$ cat config.mk
export PLATFORM = sky130hd
export DESIGN_NAME = pipe_stage_skid_flat
export DESIGN_NICKNAME = d
export VERILOG_FILES = /design/src/rtl/pipe_stage_skid_if.sv /design/src/rtl/pipe_stage_skid.sv /design/src/flat_wrapper.sv
export SDC_FILE = /design/constraint.sdc
export NUM_CORES = 1
export LEC_CHECK = 0
export ABC_AREA = 0
export BUFFER_PORTS_ARGS = -buffer_cell sky130_fd_sc_hd__buf_2
export CAP_MARGIN = 20
export CORE_ASPECT_RATIO = 1.25
export CORE_MARGIN = 2
export CORE_UTILIZATION = 55
export DETAILED_ROUTE_END_ITERATION = 10
export PLACE_DENSITY = 0.85
export SETUP_SLACK_MARGIN = 0.3
export SLEW_MARGIN = 20
export SYNTH_ARGS = -nofsm -noshare
export SYNTH_HDL_FRONTEND = slang
export SYNTH_SLANG_ARGS = --single-unit
$ cat constraint.sdc
create_clock -name clk_i -period 1.9 [get_ports clk_i]
set_input_delay 0.38 -clock clk_i [delete_from_list [all_inputs] [get_ports clk_i]]
set_output_delay 0.38 -clock clk_i [all_outputs]
set_load 0.05 [all_outputs]
$ cat src/rtl/pipe_stage_skid_if.sv
// Handshake bundle for pipe_stage_skid; stage side uses the slave modport, the driving side uses master.
// Names follow the stage's view: *_i enter the stage, *_o leave it.
interface pipe_stage_skid_if #(
  parameter int DATA_W = 96,
  parameter int CTRL_W = 8
);
  logic              valid_i;
  logic              ready_o;
  logic [DATA_W-1:0] data_i;
  logic [CTRL_W-1:0] ctrl_i;
  logic              valid_o;
  logic              ready_i;
  logic [DATA_W-1:0] data_o;
  logic [CTRL_W-1:0] ctrl_o;
  logic              hold_i;
  logic              flush_i;

  modport master (
    output valid_i, data_i, ctrl_i, ready_i, hold_i, flush_i,
    input  ready_o, valid_o, data_o, ctrl_o
  );

  modport slave (
    input  valid_i, data_i, ctrl_i, ready_i, hold_i, flush_i,
    output ready_o, valid_o, data_o, ctrl_o
  );
endinterface

$ cat src/rtl/pipe_stage_skid.sv
// Pipeline-stage register with 2-entry skid, hold and flush-to-bubble; 1-cycle latency, 1 bundle/cycle.
// Backpressure: ready_o is registered (~skid full); optional stall counter under STAGE_STALL_CNT_EN.
module pipe_stage_skid #(
  parameter int DATA_W = 96,
  parameter int CTRL_W = 8,
  parameter int CNT_W  = 16
) (
  input  logic             clk_i,
  input  logic             rst_i,
  pipe_stage_skid_if.slave bus
`ifdef STAGE_STALL_CNT_EN
  ,
  output logic [CNT_W-1:0] stall_cnt_o
`endif
);

  logic              main_v_q,    main_v_d;
  logic              skid_v_q,    skid_v_d;
  logic [DATA_W-1:0] main_data_q, main_data_d;
  logic [CTRL_W-1:0] main_ctrl_q, main_ctrl_d;
  logic [DATA_W-1:0] skid_data_q, skid_data_d;
  logic [CTRL_W-1:0] skid_ctrl_q, skid_ctrl_d;

  logic eff_rdy;
  logic acc;
  logic out_fire;

  assign eff_rdy  = bus.ready_i & ~bus.hold_i;
  assign acc      = bus.valid_i & ~skid_v_q;
  assign out_fire = main_v_q & eff_rdy;

  always_comb begin
    main_v_d    = main_v_q;
    skid_v_d    = skid_v_q;
    main_data_d = main_data_q;
    main_ctrl_d = main_ctrl_q;
    skid_data_d = skid_data_q;
    skid_ctrl_d = skid_ctrl_q;

    // Flush only clears the valid bits; payload registers are left as they were.
    if (bus.flush_i) begin
      main_v_d = 1'b0;
      skid_v_d = 1'b0;
    end else if (!main_v_q || out_fire) begin
      if (skid_v_q) begin
        main_v_d    = 1'b1;
        main_data_d = skid_data_q;
        main_ctrl_d = skid_ctrl_q;
        skid_v_d    = acc;
        if (acc) begin
          skid_data_d = bus.data_i;
          skid_ctrl_d = bus.ctrl_i;
        end
      end else begin
        main_v_d = acc;
        if (acc) begin
          main_data_d = bus.data_i;
          main_ctrl_d = bus.ctrl_i;
        end
      end
    end else if (acc) begin
      skid_v_d    = 1'b1;
      skid_data_d = bus.data_i;
      skid_ctrl_d = bus.ctrl_i;
    end
  end

  always_ff @(posedge clk_i) begin
    if (rst_i) begin
      main_v_q    <= 1'b0;
      skid_v_q    <= 1'b0;
      main_data_q <= '0;
      main_ctrl_q <= '0;
      skid_data_q <= '0;
      skid_ctrl_q <= '0;
    end else begin
      main_v_q    <= main_v_d;
      skid_v_q    <= skid_v_d;
      main_data_q <= main_data_d;
      main_ctrl_q <= main_ctrl_d;
      skid_data_q <= skid_data_d;
      skid_ctrl_q <= skid_ctrl_d;
    end
  end

  assign bus.valid_o = main_v_q;
  assign bus.data_o  = main_data_q;
  assign bus.ctrl_o  = main_v_q ? main_ctrl_q : '0;
  assign bus.ready_o = ~skid_v_q;

`ifdef STAGE_STALL_CNT_EN
  logic [CNT_W-1:0] stall_cnt_q, stall_cnt_d;

  // Saturating count of cycles where a valid bundle is blocked; flush does not clear it.
  always_comb begin
    stall_cnt_d = stall_cnt_q;
    if (main_v_q && !eff_rdy && (stall_cnt_q != {CNT_W{1'b1}})) begin
      stall_cnt_d = stall_cnt_q + CNT_W'(1);
    end
  end

  always_ff @(posedge clk_i) begin
    if (rst_i) begin
      stall_cnt_q <= '0;
    end else begin
      stall_cnt_q <= stall_cnt_d;
    end
  end

  assign stall_cnt_o = stall_cnt_q;
`endif

endmodule
$ cat src/flat_wrapper.sv
// flat-port wrapper written by rule: the top's interface ports become plain ports
module pipe_stage_skid_flat 
#(
  parameter int DATA_W = 96,
  parameter int CTRL_W = 8,
  parameter int CNT_W  = 16
)
  (clk_i, rst_i, bus_valid_i, bus_data_i, bus_ctrl_i, bus_ready_i, bus_hold_i, bus_flush_i, bus_ready_o, bus_valid_o, bus_data_o, bus_ctrl_o);
  pipe_stage_skid_if #(.DATA_W(DATA_W), .CTRL_W(CTRL_W)) bus_i ();
  input  logic clk_i;
  input  logic rst_i;
  input wire logic [$bits(bus_i.valid_i)-1:0] bus_valid_i;
  input wire logic [$bits(bus_i.data_i)-1:0] bus_data_i;
  input wire logic [$bits(bus_i.ctrl_i)-1:0] bus_ctrl_i;
  input wire logic [$bits(bus_i.ready_i)-1:0] bus_ready_i;
  input wire logic [$bits(bus_i.hold_i)-1:0] bus_hold_i;
  input wire logic [$bits(bus_i.flush_i)-1:0] bus_flush_i;
  output wire logic [$bits(bus_i.ready_o)-1:0] bus_ready_o;
  output wire logic [$bits(bus_i.valid_o)-1:0] bus_valid_o;
  output wire logic [$bits(bus_i.data_o)-1:0] bus_data_o;
  output wire logic [$bits(bus_i.ctrl_o)-1:0] bus_ctrl_o;
  assign bus_i.valid_i = bus_valid_i;
  assign bus_i.data_i = bus_data_i;
  assign bus_i.ctrl_i = bus_ctrl_i;
  assign bus_i.ready_i = bus_ready_i;
  assign bus_i.hold_i = bus_hold_i;
  assign bus_i.flush_i = bus_flush_i;
  assign bus_ready_o = bus_i.ready_o;
  assign bus_valid_o = bus_i.valid_o;
  assign bus_data_o = bus_i.data_o;
  assign bus_ctrl_o = bus_i.ctrl_o;
  pipe_stage_skid #(.DATA_W(DATA_W), .CTRL_W(CTRL_W), .CNT_W(CNT_W)) u_core (.clk_i(clk_i), .rst_i(rst_i), .bus(bus_i));
endmodule
After elaboration in Yosys (flattened, before gate mapping) --
Cells that the tools add are included.
Word-level totals: flip-flop bits (word level) 210, bits in latches 0, memory bits (writable) 0, bits in read-only memories 0, input port bits 110, output and inout port bits 106, logic and storage cells 35, memories kept 0
Operators by class: add/subtract/negate cells 0, $mul 0, div/mod/pow operators 0, order comparisons 0, equality and inequality tests 1, shift-type cells 0, muxes and demuxes 15, bitwise logic cells 6, reduce and logical (&&, ||, !) cells 7
Operators with widths (count):
- $mux W96 | 5
- $mux W8 | 6
- $mux W1 | 4
- $reduce_bool A2 Y1 | 2
- $and A1 B1 Y1 | 3
- $not A1 Y1 | 3
- $reduce_and A3 Y1 | 1
- $ne A2 B1 Y1 const B | 1
- $reduce_and A2 Y1 | 1
- $reduce_or A2 Y1 | 1
- $logic_not A1 Y1 | 1
- $logic_or A1 B1 Y1 | 1

Depth between registers and ports, before layout --
word-level depth 6, mapped depth 7, depth with buffers taken out 3

Worst setup path before layout --
OpenSTA, ideal clock, no wires.
path type register to register, start register u_core.main_v_q, in the netlist u_core.bus.valid_o, end register u_core.skid_data_q[35], library setup time 0.072 ns, arrival time 1.763 ns, required time 1.828 ns, slack 0.065 ns, cell stages (with the launch flop) 7, clock period less this slack 1.835 ns, cell sequence dfxtp_1 -> clkbuf_1 -> and4_1 -> clkbuf_1 -> buf_4 -> buf_4 -> mux2i_1
Between the ends: cells in the longest elaborated chain, start to end 4, elaborated cells on any way between the ends 6, those cells by class 1 x eq/ne; 1 x mux; 1 x bitwise; 3 x reduce/logical
RTL lines:
- start, declared | line pipe_stage_skid.sv:17 | logic main_v_q, main_v_d;
- start signal, assigned | line pipe_stage_skid.sv:77 | main_v_q <= main_v_d;
- $and A1 B1 Y1 / $logic_not A1 Y1 (equally long branches) | line pipe_stage_skid.sv:30, pipe_stage_skid.sv:44
- $logic_or A1 B1 Y1 * | line pipe_stage_skid.sv:44 | end else if (!main_v_q || out_fire) begin
- $ne A2 B1 Y1 (no source line)
- $reduce_and A2 Y1 (no source line)
- end signal, assigned | line pipe_stage_skid.sv:81 | skid_data_q <= skid_data_d;
- end, declared | line pipe_stage_skid.sv:21 | logic [DATA_W-1:0] skid_data_q, skid_data_d;
Mark *: on every way between the ends. The rest lies on a longest branch, timed or not. A chain may end at the register's enable or synchronous reset.

Final worst setup path --
start register u_core.skid_v_q, end register u_core.main_data_q[35], in the netlist u_core.bus.data_o[35]
Between the ends: cells in the longest elaborated chain, start to end 4, elaborated cells on any way between the ends 5, those cells by class 1 x mux; 2 x bitwise; 2 x reduce/logical
RTL lines:
- start, declared | line pipe_stage_skid.sv:18 | logic skid_v_q, skid_v_d;
- start signal, assigned | line pipe_stage_skid.sv:78 | skid_v_q <= skid_v_d;
- $not A1 Y1 | line pipe_stage_skid.sv:29 | assign acc = bus.valid_i & ~skid_v_q;
- $and A1 B1 Y1 | line pipe_stage_skid.sv:29
- $reduce_bool A2 Y1 (no source line)
- $reduce_and A3 Y1 (no source line)
- end signal, assigned | line pipe_stage_skid.sv:79 | main_data_q <= main_data_d;
- end, declared | line pipe_stage_skid.sv:19 | logic [DATA_W-1:0] main_data_q, main_data_d;
Parallel ways exist; a longest one is shown, timed or not.

==> impl_metrics.json <==
{
  "post_synth.cell_area_avg_um2": 10.2,
  "synth_flop_cell": "dfxtp_1",
  "wl_um": 26200,
  "tns_ns": 0,
  "syn_nets": 1148,
  "critPathSlowestCell": "dfxtp_4",
  "crit_fanout": 7,
  "core-area_mm2": 0.0188,
  "yosys_register_bits": 210,
  "num-fill-cells": 1328,
  "yosysMostFrequentCell": "dfxtp_1",
  "regArea_mm2": 0.00421,
  "dpl.hpwl_um": 14100,
  "synthAdderAreaFrac_pct": 0,
  "design_area_mm2": 0.0135,
  "dr_total_vias": 7788,
  "yosys_warnings": 0,
  "async_flop_share_pct": 0,
  "setup_viol": 0,
  "viasPerCell": 5.19,
  "cpPeakStageDelay_ns": 0.39,
  "ioPinCount": 216,
  "track_usage_pct": 22.8,
  "postPlaceCellArea_mm2": 0.0118,
  "synth_edf_count": 0,
  "post-route-period-util_pct": 87.8,
  "p_total_mw": 10.7,
  "synth-simple-area-share_pct": 23.0,
  "seq_area_frac_synth_pct": 39.9,
  "clk_pin_slew_ns": 0.06,
  "critPathCaptureType": "flop",
  "grt_pass1_wl_um": 38000,
  "synth_top_area_share_pct": 39.9,
  "power_leakage_nw": 5.79,
  "die_y_um": 159,
  "rsz0062_at_grt": "yes",
  "yosys.area.top_type": "dfxtp_1",
  "ant_nets": 0,
  "pre_cts_ws_ns": 0.175,
  "period_minus_slack_ns": 1.67,
  "drive_gt1_share_pct": 32.6,
  "cts-htree-levels": 1,
  "skew_ns": 0.0255,
  "syn_inst": 1038,
  "clock_sinks": 210,
  "io_buffers": 215,
  "multi_input_area_mm2": 0.00610,
  "syn-cell-area_mm2": 0.0105,
  "cts.path.max_buffers": 3,
  "worstPathRequired_ns": 2.28,
  "hold_path.class": "in2reg",
  "slew_viol_final": 0,
  "drc": 0,
  "holdBufCountCts": 0,
  "ir_drop_uv": 662,
  "area_growth_pct": 28.4,
  "cts-root-buf": "clkbuf_16",
  "synth_xor_xnor_area_share_pct": 0,
  "dieArea_mm2": 0.0203,
  "antenna_found_initial": 6,
  "cts_made_buffers": 21,
  "start_kind": "flop",
  "drt_iter0_markers": 369,
  "drv_cap": 0,
  "place_congestion": 0.797,
  "grt.overflow.total": 0,
  "ys_types": 19,
  "clk_latency_ns": 0.51,
  "grt_start_max_net_pins": 89,
  "synth_compound_area_share_pct": 0.154,
  "die_x_um": 128,
  "synth_area_leaders": "dfxtp_1, mux2i_1, nand2b_1",
  "drtPass1Iterations": 4,
  "fin_nets": 1360,
  "core.rowCount": 56,
  "cp.buffers_inverters": 3,
  "start_util_pct": 56.2,
  "maxSlewHeadroom_pct": 80.6,
  "wire_per_inst_um": 17.5,
  "tritoncts": "built",
  "fin_ws_ns": 0.232,
  "yosys-top-cells-count": "dfxtp_1, nand2b_1, mux2i_1",
  "crit_family": "buffers and inverters",
  "path_cells": "buf_6 > nor2_4 > a211o_4 > buf_12 > clkbuf_16 > mux2_4",
  "path_class": "reg2reg",
  "synth_top_family_by_area": "multiplexers",
  "p_per_area_mw_per_mm2": 788,
  "hold_violations": 0,
  "crit_arrival_ns": 2.05,
  "synthMuxAreaShare_pct": 33.0,
  "outcome": "finished clean",
  "grt_pass1_vias": 7519,
  "timing.fmax_mhz": 600,
  "worstMarginPinSlew_ns": 0.292
}
-- cell usage in the layout, fill, tap and decap left out --
master / count
a211o_4: 1
a211oi_1: 1
and2_1: 7
and2_4: 1
and4_4: 1
buf_12: 9
buf_16: 14
buf_2: 205
buf_4: 19
buf_6: 11
buf_8: 2
bufbuf_16: 1
bufinv_16: 3
clkbuf_1: 4
clkbuf_16: 32
clkbuf_8: 5
clkinv_2: 2
dfxtp_1: 208
dfxtp_4: 2
diode_2: 6
inv_4: 1
inv_6: 1
mux2_1: 4
mux2_4: 100
mux2i_1: 208
nand2_1: 1
nand2b_1: 208
nand2b_4: 1
nor2_1: 105
nor2_4: 1
nor2b_1: 104
nor4_1: 1
-- worst reg2reg max path, stage by stage, from the launching register on --
cell and delay [ns]:
dfxtp_4 0.39, buf_6 0.12, nor2_4 0.04, a211o_4 0.33
buf_12 0.17, clkbuf_16 0.18, mux2_4 0.30
-- logic make-up after synthesis --
family / Yosys count
AOI/OAI and AO/OA: 2
buffers and inverters: 84
and+or+nand+nor: 430
muxes: 312
DFF: 210
-- where the power goes --
| part | internal, mW | switching, mW | leakage [nW] |
|---|---|---|---|
| logic | 0.730 | 0.927 | 3.73 |
| registers | 4.55 | 0.0757 | 1.71 |
| clock network | 2.63 | 1.76 | 0.354 |
| total | 7.91 | 2.76 | 5.79 |
-- layer usage --
metal	wire, µm	GRT usage (%)	share of wire [%]
met2	13200	41.2	50
met1	10500	26.6	40
met3	1360	4.48	5.2
met4	1140	8.04	4.3
met5	0	0	0
-- flip-flops by register name (all words and copies together), names as in the netlist --
register / flops
u_core.skid_ctrl_q: 8
u_core.skid_v_q: 1
u_core.skid_data_q: 96
u_core.main_ctrl_q: 8
u_core.bus.valid_o: 1
u_core.bus.data_o: 96
-- final timing paths --
| check | start | endpoint | slack [ns] | cells past startpoint |
|---|---|---|---|---|
| worst max-delay path | u_core.skid_v_q$_SDFFE_PP0P_ | u_core.bus.data_o[35]$_SDFFE_PP0P_ | 0.23 | 6 |
| worst min-delay path | bus_flush_i | u_core.bus.valid_o$_SDFFE_PP0N_ | 0.09 | 2 |
| worst max register to register | u_core.skid_v_q$_SDFFE_PP0P_ | u_core.bus.data_o[35]$_SDFFE_PP0P_ | 0.23 | 6 |
| worst min register to register | u_core.skid_data_q[60]$_SDFFE_PP0P_ | u_core.skid_data_q[60]$_SDFFE_PP0P_ | 0.47 | 2 |
-- stage by stage --
stage | hold WS [ns] | instances | utilization [%]
2_1_floorplan | 0.448 | 1038 | -
3_3_place_gp | 0.457 | 1419 | 62.7
3_5_place_dp | 0.463 | 1419 | 62.7
4_1_cts | 0.0698 | 1474 | 68.9
5_1_grt | 0.0892 | 1498 | 72.0
6_report | 0.0919 | 1501 | 72.1
-- area by class of cell --
class                   instances  share of cell area, %
flip-flops and latches        210                   31.1
multi-input cells             744                   45.1
clock buffers                  30                   4.50
inverters                       1                 0.0462
well taps                     232                   2.14
diodes                          6                  0.111
clock inverters                 6                  0.804
repair buffers                272                   16.2
-- timing repair --
item / 4_1_cts / 5_1_grt
pin swaps: 2 / 1
endpoints found under the setup margin: 116 / 148
buffers inserted: 10 / 9
gates cloned: 9 / 12
gates resized for setup: 35 / 53
No activity file was read; power rests on OpenSTA's default activity.
